`src/rtl/greg_wb_arb.sv`:
```
// Write-port arbiter and pending-write scoreboard for the 2R/1W general register file.
// Define GREG_WB_RR_EN for round-robin arbitration; fixed priority (port 0 first) otherwise.
module greg_wb_arb #(
    parameter int NREQ = 3
) (
    input  logic                Clk,
    input  logic                Rst,
    input  logic [NREQ-1:0]     ReqVld,
    input  logic [5*NREQ-1:0]   ReqAddr,
    input  logic [32*NREQ-1:0]  ReqVal,
    output logic [NREQ-1:0]     ReqRdy,
    input  logic                RsvEn,
    input  logic [4:0]          RsvAddr,
    input  logic [4:0]          ChkAddr1,
    input  logic [4:0]          ChkAddr2,
    output logic                Hazard1,
    output logic                Hazard2,
    output logic [4:0]          WAddr,
    output logic [31:0]         WVal,
    output logic                WEn,
    output logic [31:0]         Busy
);

    logic [NREQ-1:0] grant;
    logic            xfer;
    logic [4:0]      win_addr;
    logic [31:0]     win_val;
    logic [31:0]     busy_q;
    logic [31:0]     busy_n;

`ifdef GREG_WB_RR_EN
    logic [1:0] last_q;
    logic [1:0] win_idx;

    // First valid port at or after (last+1), wrapping; last is always < NREQ.
    function automatic logic [NREQ-1:0] rr_pick(input logic [NREQ-1:0] vld,
                                                input logic [1:0]      last);
        int start;
        int idx;
        rr_pick = '0;
        start   = int'(last) + 1;
        if (start >= NREQ) start = 0;
        for (int k = 0; k < NREQ; k++) begin
            idx = start + k;
            if (idx >= NREQ) idx = idx - NREQ;
            if (vld[idx] && rr_pick == '0) rr_pick[idx] = 1'b1;
        end
    endfunction

    assign grant = rr_pick(ReqVld, last_q);

    always_comb begin
        win_idx = '0;
        for (int i = 0; i < NREQ; i++) begin
            if (grant[i]) win_idx = 2'(i);
        end
    end

    always_ff @(posedge Clk or negedge Rst) begin
        if (!Rst) begin
            last_q <= 2'(NREQ - 1);
        end else if (xfer) begin
            last_q <= win_idx;
        end
    end
`else
    function automatic logic [NREQ-1:0] fp_pick(input logic [NREQ-1:0] vld);
        fp_pick = '0;
        for (int i = 0; i < NREQ; i++) begin
            if (vld[i] && fp_pick == '0) fp_pick[i] = 1'b1;
        end
    endfunction

    assign grant = fp_pick(ReqVld);
`endif

    // Requesters must never see an accept while the block is held in reset.
    assign ReqRdy = grant & {NREQ{Rst}};
    assign xfer   = |grant;

    // NOTE: every always_comb output gets a default first so no latch is inferred.
    always_comb begin
        win_addr = '0;
        win_val  = '0;
        for (int i = 0; i < NREQ; i++) begin
            if (grant[i]) begin
                win_addr = ReqAddr[5*i +: 5];
                win_val  = ReqVal[32*i +: 32];
            end
        end
    end

    // Reservation is applied after the clear so a younger reservation survives.
    always_comb begin
        busy_n = busy_q;
        if (xfer) busy_n[win_addr] = 1'b0;
        if (RsvEn && RsvAddr != 5'd0) busy_n[RsvAddr] = 1'b1;
        busy_n[0] = 1'b0;
    end

    // NOTE: the scoreboard is reset like any control flop, since a reset drops all reservations.
    always_ff @(posedge Clk or negedge Rst) begin
        if (!Rst) begin
            WEn    <= 1'b0;
            WAddr  <= '0;
            WVal   <= '0;
            busy_q <= '0;
        end else begin
            // NOTE: state is updated with non-blocking assignments so all flops sample together.
            WEn    <= xfer && (win_addr != 5'd0);
            busy_q <= busy_n;
            if (xfer) begin
                WAddr <= win_addr;
                WVal  <= win_val;
            end
        end
    end

    assign Busy    = busy_q;
    assign Hazard1 = busy_q[ChkAddr1];
    assign Hazard2 = busy_q[ChkAddr2];

endmodule

```
`config.mk`:
```
export PLATFORM = sky130hd
export DESIGN_NAME = greg_wb_arb
export DESIGN_NICKNAME = d
export VERILOG_FILES = /design/src/rtl/greg_wb_arb.sv
export SDC_FILE = /design/constraint.sdc
export NUM_CORES = 1
export LEC_CHECK = 0
export BUFFER_PORTS_ARGS = -buffer_cell sky130_fd_sc_hd__buf_2
export CAP_MARGIN = 20
export CORE_MARGIN = 2
export CORE_UTILIZATION = 40
export DETAILED_ROUTE_END_ITERATION = 10
export PLACE_DENSITY = 0.71
export SYNTH_ARGS = -nofsm -noshare
export SYNTH_HDL_FRONTEND = slang
export SYNTH_SLANG_ARGS = --single-unit
```
`constraint.sdc`:
```
create_clock -name Clk -period 1.8 [get_ports Clk]
set_input_delay 0 -clock Clk [delete_from_list [all_inputs] [get_ports Clk]]
set_output_delay 0 -clock Clk [all_outputs]
set_load 0.02 [all_outputs]
```
==> impl_metrics.csv <==
group,metric,value,unit
status,status,"complete, but fails checks",
status,failed_checks,"negative setup slack",
floorplanning,dieWidth,106,um
floorplanning,core-area,10200,um2
synthesis,yosys.area.top_type,"dfrtp_1",
synthesis,ys_top_cells_by_count,"dfrtp_1 (69), a21oi_1 (47), o22ai_1 (46)",
floorplanning,num_rows,37,
floorplanning,ioPinCount,207,
cells_and_area,synthToLayoutAreaGrowth,57.9,%
floorplanning,die_h,106,um
power_and_ir_drop,ir_drop,0.372,mV
placement,dpl.cell_count,779,
synthesis,ys.flop_type,"dfrtp_1",
sta,rsz0062_at_grt,"true",
power_and_ir_drop,power_leakage,0.00310,uW
synthesis,syn-cell-area,4150,um2
placement,numPortBuffers,205,
critical_path,crit_required,1800,ps
cts,cts_tree,"yes",
hold_path,holdCritPathClass,"in2reg",
grt,grt_pass1_vias,5244,
critical_path,start_kind,"flop",
sta,layout_setup_ws,-296,ps
grt,grt_max_degree,55,
power_and_ir_drop,power_density,718,nW/um2
drt,via_per_inst,5.80,
cts,h-tree-depth,3,
sta,worst_slew_pin_slew,802,ps
critical_path,crit_arrival,2100,ps
drt,met1_length,6450,um
drt,drt_iter0_drc,396,
synthesis,yosys-top-cells-area,"dfrtp_1 (42%), mux4_1 (7.6%), o22ai_1 (6.9%), a21oi_1 (5.7%), nand2_1 (3.8%)",
sta,period_needed,2100,ps
cts,insertion_delay,350,ps
cts,cts_max_path_buffers,2,
drt,ant_nets,0,
grt,antenna_found_initial,2,
drt,drcViolationCount,0,
placement,place_congestion,0.988,
drt,wl_met3,1950,um
synthesis,avgSynthCellArea,9.14,um2
synthesis,syn_inst,454,
synthesis,synth.most_common_cell,"dfrtp_1",
cells_and_area,utilization,64.3,%
synthesis,yosysUniqueCellTypes,39,
drt,wl_per_cell,19.6,um
sta,max_freq,477,MHz
sta,fin_worst_skew,0,ps
cts,numCtsBuffers,9,
grt,grt_pass1_wl,27700,um
drt,dr.pass1.iters,6,
synthesis,netlist.area_leader.share,41.6,%
placement,place_ws,-9.09,ps
cts,cts.clk_slew.worst_paths,80,ps
synthesis,async_flop_share,100,%
floorplanning,die_area,11200,um2
floorplanning,start_util,40.7,%
run,max-cap-violations,0,
synthesis,ys_ff_latch,69,
drt,routed-via-count,5243,
critical_path,critPathKind,"reg2out",
placement,dpl.hpwl,11000,um
cells_and_area,drive_gt1_share,36.6,%
drt,route.met2.wl,8550,um
cells_and_area,finalNetCount,894,
synthesis,syn-num-nets,586,
cts,cts.sinks,69,
sta,slew_violations,0,
synthesis,seq_area_frac_synth,41.6,%
critical_path,crit_path_end_kind,"primary output",
critical_path,critPathMaxFanout,4,
sta,setup_viol_count_final,2,
grt,overflow,0,
cells_and_area,final_cells,904,
drt,finalWirelength,17700,um
drt,top_layer_used,"met4",
sta,hold_viol_final,0,
cts,root_buffer,"clkbuf_8",
sta,period_share,116,%
synthesis,ys_warn_count,0,
power_and_ir_drop,power.total,4710,uW
synthesis,synth_edf_count,0,
sta,timing.slew.headroom,46.5,%
grt,grtUsageTotal,31.8,%
critical path, cell delays in order, from the launching register on:
cell      delay, ps
dfrtp_1         410
mux4_1          510
nand3b_1        100
nand4_1          90
or4_4           490
buf_6           150
metrics by stage:
step	area (um2)	setup TNS [ps]	hold slack [ps]
after floorplan	4150	0	-296
after global placement	5330	0	-101
after detailed placement	5330	-9.09	-97.7
after CTS	6520	-588	11.2
after global routing	6550	-702	16.2
final	6550	-577	14.3
power breakdown:
group	internal, uW	switching, uW
registers	1720	133
logic	778	883
clock network	606	590
cells by family after synthesis:
group                  count (synthesis)  share of synthesized area (%)
AOI/OAI and AO/OA                    158                           22.8
buffers and inverters                 67                           7.12
DFF                                   69                           41.6
muxes                                 25                           11.4
other                                  1                         0.0904
and+or+nand+nor                      134                           16.9
flip-flops by register name (all words and copies together) (netlist names):
register,count
WVal,32
Busy,31
WAddr,5
WEn,1
layout make-up:
cell class,count,area (um2)
fillers,827,3630
repair buffers,334,2240
multi-input cells,318,2120
flip-flops and latches,69,1730
clock buffers,14,173
well taps,136,170
inverters,30,113
clock inverters,1,5.00
diodes,2,5.00
per-layer routing:
metal	vias to the layer above	global-route usage, %
met5	-	0
met4	0	16.7
met3	65	6.86
met2	394	51.8
met1	2483	39.6
li1	2301	-
layout by cell type, fill, tap and decap left out, types with 15 or more instances in the layout:
cell type,count
nor3_1,15
nand2_1,42
o21ai_0,30
a21oi_1,47
buf_2,202
o211ai_1,21
dlygate4sd3_1,87
inv_1,29
dfrtp_1,69
buf_4,42
nor2_1,22
o22ai_1,46
path summary, 6_finish.rpt:
| kind | start | to | slack, ps | depth (start not counted) |
|---|---|---|---|---|
| max in group asynchronous | Rst | Busy[19] | 1110 | 3 |
| worst max-delay path | Busy[10] | Hazard2 | -300 | 5 |
| worst min-delay path | ReqVal[41] | WVal[9] | 10 | 3 |
| worst max register to register | WVal[10] | WVal[10] | 260 | 5 |
| worst min register to register | WAddr[0] | WAddr[0] | 480 | 2 |
| min in group asynchronous | Rst | WVal[1] | 100 | 2 |
repair_timing:
action,4_1_cts,5_1_grt
buffers inserted,19,2
hold buffers,87,0
pin swaps,2,0
resized for setup,18,2
setup endpoints to repair,2,2
hold endpoints to repair,101,0
Power figures use the tool's default switching activity.
